--- config.mk ---
export PLATFORM = sky130hd
export DESIGN_NAME = lab5_fetch_unit
export DESIGN_NICKNAME = d
export VERILOG_FILES = /design/src/rtl/lab5_fetch_unit.sv
export SDC_FILE = /design/constraint.sdc
export NUM_CORES = 1
export LEC_CHECK = 0
export ABC_AREA = 1
export BUFFER_PORTS_ARGS = -buffer_cell sky130_fd_sc_hd__buf_2
export CAP_MARGIN = 30
export CORE_AREA = 2 2 76 78
export DETAILED_ROUTE_END_ITERATION = 7
export DIE_AREA = 0 0 78 80
export GPL_TIMING_DRIVEN = 1
export PLACE_DENSITY = 0.86
export SLEW_MARGIN = 15
export SYNTH_ARGS = -nofsm -noshare
export SYNTH_HDL_FRONTEND = slang
export SYNTH_SLANG_ARGS = --single-unit
--- constraint.sdc ---
create_clock -name CLK -period 2.3 [get_ports CLK]
set_clock_uncertainty 0.1 [all_clocks]
set_input_delay 0.575 -clock CLK [delete_from_list [all_inputs] [get_ports CLK]]
set_output_delay 0.575 -clock CLK [all_outputs]
set_load 0.005 [all_outputs]
--- src/rtl/lab5_fetch_unit.sv ---
// Instruction fetch stage: PC register, one-word instruction latch, branch redirect with flush.
// Optional macro FETCH_HALT_EN turns a fetched 0x0000 word into a halt.
module lab5_fetch_unit (
    input  logic        CLK,
    input  logic        RESET_N,
    input  logic        STALL,
    input  logic        BR_TAKEN,
    input  logic [7:0]  BR_OFFSET,
    input  logic [15:0] Q_IN,
    output logic [7:0]  ADDR,
    output logic [15:0] INSTR,
    output logic [7:0]  INSTR_PC,
    output logic        INSTR_VALID,
    output logic        HALTED,
    output logic [15:0] FETCH_CNT
);

    typedef enum logic [1:0] {WAIT, RUN, HALT} state_t;

    state_t      state_reg, state_next;
    logic [7:0]  pc_reg, pc_next;
    logic [15:0] instr_reg, instr_next;
    logic [7:0]  instr_pc_reg, instr_pc_next;
    logic        valid_reg, valid_next;
    logic [15:0] cnt_reg, cnt_next;
    logic        halt_word;
    logic [7:0]  br_target;

`ifdef FETCH_HALT_EN
    assign halt_word = (Q_IN == 16'h0000);
    assign HALTED    = (state_reg == HALT);
`else
    assign halt_word = 1'b0;
    assign HALTED    = 1'b0;
`endif

    // Adding the offset as an unsigned byte gives the same result as a signed add modulo 256.
    assign br_target = (instr_pc_reg + 8'd2 + BR_OFFSET) & 8'hFE;

    always_ff @(posedge CLK) begin
        if (!RESET_N) begin
            state_reg    <= WAIT;
            pc_reg       <= 8'h00;
            instr_reg    <= 16'h0000;
            instr_pc_reg <= 8'h00;
            valid_reg    <= 1'b0;
            cnt_reg      <= 16'h0000;
        end else begin
            state_reg    <= state_next;
            pc_reg       <= pc_next;
            instr_reg    <= instr_next;
            instr_pc_reg <= instr_pc_next;
            valid_reg    <= valid_next;
            cnt_reg      <= cnt_next;
        end
    end

    always_comb begin
        state_next    = state_reg;
        pc_next       = pc_reg;
        instr_next    = instr_reg;
        instr_pc_next = instr_pc_reg;
        valid_next    = valid_reg;
        cnt_next      = cnt_reg;
        case (state_reg)
            WAIT: begin
                state_next = RUN;
                valid_next = 1'b0;
            end
            RUN: begin
                if (!STALL) begin
                    if (BR_TAKEN && valid_reg) begin
                        // Redirect and squash the wrong-path word presented this cycle.
                        pc_next    = br_target;
                        valid_next = 1'b0;
                    end else if (halt_word) begin
                        state_next = HALT;
                        valid_next = 1'b0;
                    end else begin
                        instr_next    = Q_IN;
                        instr_pc_next = pc_reg;
                        valid_next    = 1'b1;
                        pc_next       = pc_reg + 8'd2;
                        if (cnt_reg != 16'hFFFF)
                            cnt_next = cnt_reg + 16'd1;
                    end
                end
            end
            HALT: begin
                valid_next = 1'b0;
            end
            default: begin
                state_next = WAIT;
                valid_next = 1'b0;
            end
        endcase
    end

    assign ADDR        = pc_reg;
    assign INSTR       = instr_reg;
    assign INSTR_PC    = instr_pc_reg;
    assign INSTR_VALID = valid_reg;
    assign FETCH_CNT   = cnt_reg;

endmodule

* After elaboration in Yosys (flattened, before gate mapping)
Cells that the tools add are included.
Storage, ports and cells: register bits after elaboration 51, bits in latches 0, memory bits (writable) 0, bits in read-only memories 0, output and inout bits 50, word-level logic and storage cells 25, memories 0
Cells by class: $add $sub $neg 4, multiply operators 0, div/mod/pow operators 0, $lt $le $gt $ge 0, equality and inequality tests 3, shift operators 0, multiplexer cells 3, bitwise gates (word level) 2, reductions and logical operators 7
Operator list (count):
- $add A16 B1 Y16 const B | 1
- $add A8 B2 Y8 const B | 2
- $ne A16 B16 Y1 const B | 1
- $add A8 B8 Y8 | 1
- $mux W8 | 1
- $pmux W2 S2 | 1
- $reduce_and A2 Y1 | 2
- $reduce_and A4 Y1 | 1
- $reduce_and A3 Y1 | 1
- $eq A2 B1 Y1 const B | 1
- $eq A2 B2 Y1 const B | 1
- $logic_not A2 Y1 | 1
- $not A1 Y1 | 2
- $reduce_or A2 Y1 | 1
- $logic_and A1 B1 Y1 | 1
- $mux W1 | 1

* Logic depth before layout (Yosys ltp)
depth in word-level cells 3, gate-level depth with buffers 11, mapped depth without buffers 11

* Worst setup path after synthesis
No wires, ideal clock.
kind input port to flip-flop, start point input BR_OFFSET[2], end point register pc_reg[5] (netlist: ADDR[5]), library setup time 0.070 ns, arrival time 1.820 ns, data required time 2.130 ns, setup slack 0.311 ns, stages 6, cell sequence ha_1 -> fa_1 -> a21oi_1 -> xnor2_1 -> nand2_1 -> a21oi_1
Between the ends: cells in the longest elaborated chain, start to end 2
Ends and longest elaborated chain:
- start: declaration | line 8 | input logic [7:0] BR_OFFSET,
- $add A8 B8 Y8 | line 38 | assign br_target = (instr_pc_reg + 8'd2 + BR_OFFSET) & 8'hFE;
- $mux W8 | line 72 | if (BR_TAKEN && valid_reg) begin
- end signal: assignment | line 50 | pc_reg <= pc_next;
- end: declaration | line 21 | logic [7:0] pc_reg, pc_next;
Every way passes these cells. A chain may end at the register's enable or synchronous reset.

* Worst setup path in the final report
Same ends and word-level chain as after synthesis.

==> results.md <==
- Share of the synthesized area in the top cell type: 34.7%
- Library cell occupying the most area in the post-synthesis netlist: dfxtp_1
- Final period utilization: 82.8%
- Iteration-0 DRC count of the detailed router: 134
- Number of vias per cell: 5.04
- Maximum VDD drop: 0.396 mV
- Peak Freq: 525 MHz
- Antenna violations before repair: 0
- Initial Utilization: 51.2%
- Routability congestion estimate: 0.839
- Clock tree from TritonCTS: done
- Hold crit path type: register to register
- Routed wirelength normalized by instance count: 12.1 um
- Post-route antenna net violation count: 0
- Worst Setup End Kind: register
- Gr ovfl total: 0
- Final hold slack: 0.383 ns
- Signal arrival time at the worst endpoint: 2.04 ns
- Full die area: 6240 um^2
- Main synth FF type: dfxtp_1
- Die H: 80 um
- Resized Gates After CTS: 0
- Sequential area share after synthesis: 34.7%
- Clock sink count: 48
- Max-capacitance violation count: 0
- Clock slew at the register clock pins of the worst setup and hold paths: 0.08 ns
- Category of the worst setup path launch point: primary input
- Detailed-route DRC error count: 0
- Final Hold Violating Endpoints: 0
- Outcome: complete, no violations
- Standard-cell row count: 27
- Setup total negative slack: 0 ns
- Synthesized cell area: 2770 um^2
- Proportion of register bits with asynchronous set or reset after synthesis: 0%
- Final worst-path setup slack: 0.395 ns
- Post-route total power: 1.67 mW
- Maximum number of pins on one net before global-route repair: 26
- Via count of the routed design: 2689
- IO Port Bufs: 73
- Number of clock buffers inserted by TritonCTS: 5
- Synthesized netlist cell count: 389
- Tmin final: 1.90 ns
- Cell count of the worst reg-to-reg path: 8
- Antenna diode instance count: 0
- Share of the core filled with cells in the final layout: 60.3%
- Cell variety after synth: 35
- Worst setup path category: primary input to register
- Largest buffer count on any clock path: 2
- CTS root buffer: clkbuf_8
- Total length of routed wires: 6450 um
- Vias in the first global route: 2483
- Leakage power summed over all cells: 1.55 nW
- Synth cell count leaders: 81 x nand2_1, 65 x nor2_1, 48 x dfxtp_1
- Buffers inserted during post-CTS setup optimization: 0
- Synthesized area per cell: 7.12 um^2
- RSZ-0062 raised after global routing: no
- Hold_buf cts: 0
- Pwr/cell area: 513 nW/um^2
- Area added between synthesis and finish: 17.7%
- Hold Path Depth: 2
- Req. time, crit path: 2.43 ns
- Detailed-router iteration count before antenna repair: 5
- Total of endpoints with negative setup slack in the final report: 0
- Largest fanout of any net on the critical path: 3
- Number of warnings issued by yosys: 0
- Fraction of layout cells with a size suffix above 1: 25.1%
- Number of top-level design ports: 78
- Total GRT Usage: 21.4%
- First-pass GRT wire length: 10900 um
- Worst slack, placed: 0.0899 ns
- Flip-flop and latch count after synthesis: 48
- Total core area: 5410 um^2
- Clock insertion delay at the later pin of the skew report: 0.30 ns
- Number of enable-type register cells in the synthesized netlist: 0
- H-tree depth: 2
- Final-stage net count: 504
- Width of the die: 78 um
- Detailed placer's ending HPWL: 4790 um
- Most common cell in the synthesized netlist: nand2_1
- Max-slew violation count: 0
- Largest cells by area after synthesis: dfxtp_1 35%, nand2_1 11%, nor2_1 8.8%
-- path summary, 6_finish.rpt --
| check | startpoint | end | slack, ns |
|---|---|---|---|
| hold / removal | INSTR[0]$_SDFFE_PN0P_ | INSTR[0]$_SDFFE_PN0P_ | 0.38 |
| setup reg to reg | INSTR_PC[3]$_SDFFE_PN0P_ | ADDR[6]$_SDFFE_PN0P_ | 0.44 |
| setup / recovery | BR_OFFSET[2] | ADDR[5]$_SDFFE_PN0P_ | 0.40 |
| hold reg to reg | INSTR[0]$_SDFFE_PN0P_ | INSTR[0]$_SDFFE_PN0P_ | 0.38 |
-- placed cells by master (no fill, tap or decap), drive strengths merged --
master and count:
a31oi 1, o22ai 1, a2111oi 1, xor2 7
clkinv 3, inv 37, nand4 6, nor2 70
nand2 90, a21oi 28, dfxtp 48, o211ai 1
fa 1, nand3b 6, clkbuf 5, buf 79
xnor2 3, nand3 23, ha 14, o21ai 33
or2 1, conb 4
-- routing by layer --
layer | GRT usage, % | routed length (um) | vias up
li1 | - | - | 1390
met1 | 26.0 | 2900 | 1225
met2 | 39.5 | 3190 | 69
met3 | 3.85 | 308 | 5
met4 | 4.39 | 46 | 0
met5 | 0 | 0 | -
-- final cells by class --
type / count / area (um^2)
well taps: 72 / 90.1
repair buffers: 79 / 410
clock buffers: 5 / 68.8
fillers: 514 / 2150
flip-flops and latches: 48 / 961
clock inverters: 3 / 18.8
multi-input cells: 290 / 1570
inverters: 37 / 139
-- where the power goes --
part | leakage [nW] | internal [mW] | switching [mW]
combinational | 1.11 | 0.122 | 0.156
clock | 0.0479 | 0.212 | 0.283
sequential | 0.393 | 0.869 | 0.0300
-- through the flow --
step                      std cells  cell area (um^2)
after floorplan                 392              2780
after global placement          526              3170
after detailed placement        526              3170
after CTS                       534              3260
after global routing            534              3260
final                           534              3260
-- critical path: stages --
cell and delay, ns:
buf_2 0.10, ha_1 0.33, fa_1 0.50, a21oi_1 0.20, xnor2_1 0.14, nand2_1 0.08, a21oi_1 0.11
-- cells by family after synthesis --
kind of cell | synth area share (%)
xor+xnor | 3.16
fa+ha+maj | 7.05
compound gates | 13.4
flops | 34.7
buf+inv | 8.99
simple gates | 32.5
other cells | 0.135
Note: power is estimated with default switching activity, not from simulation.
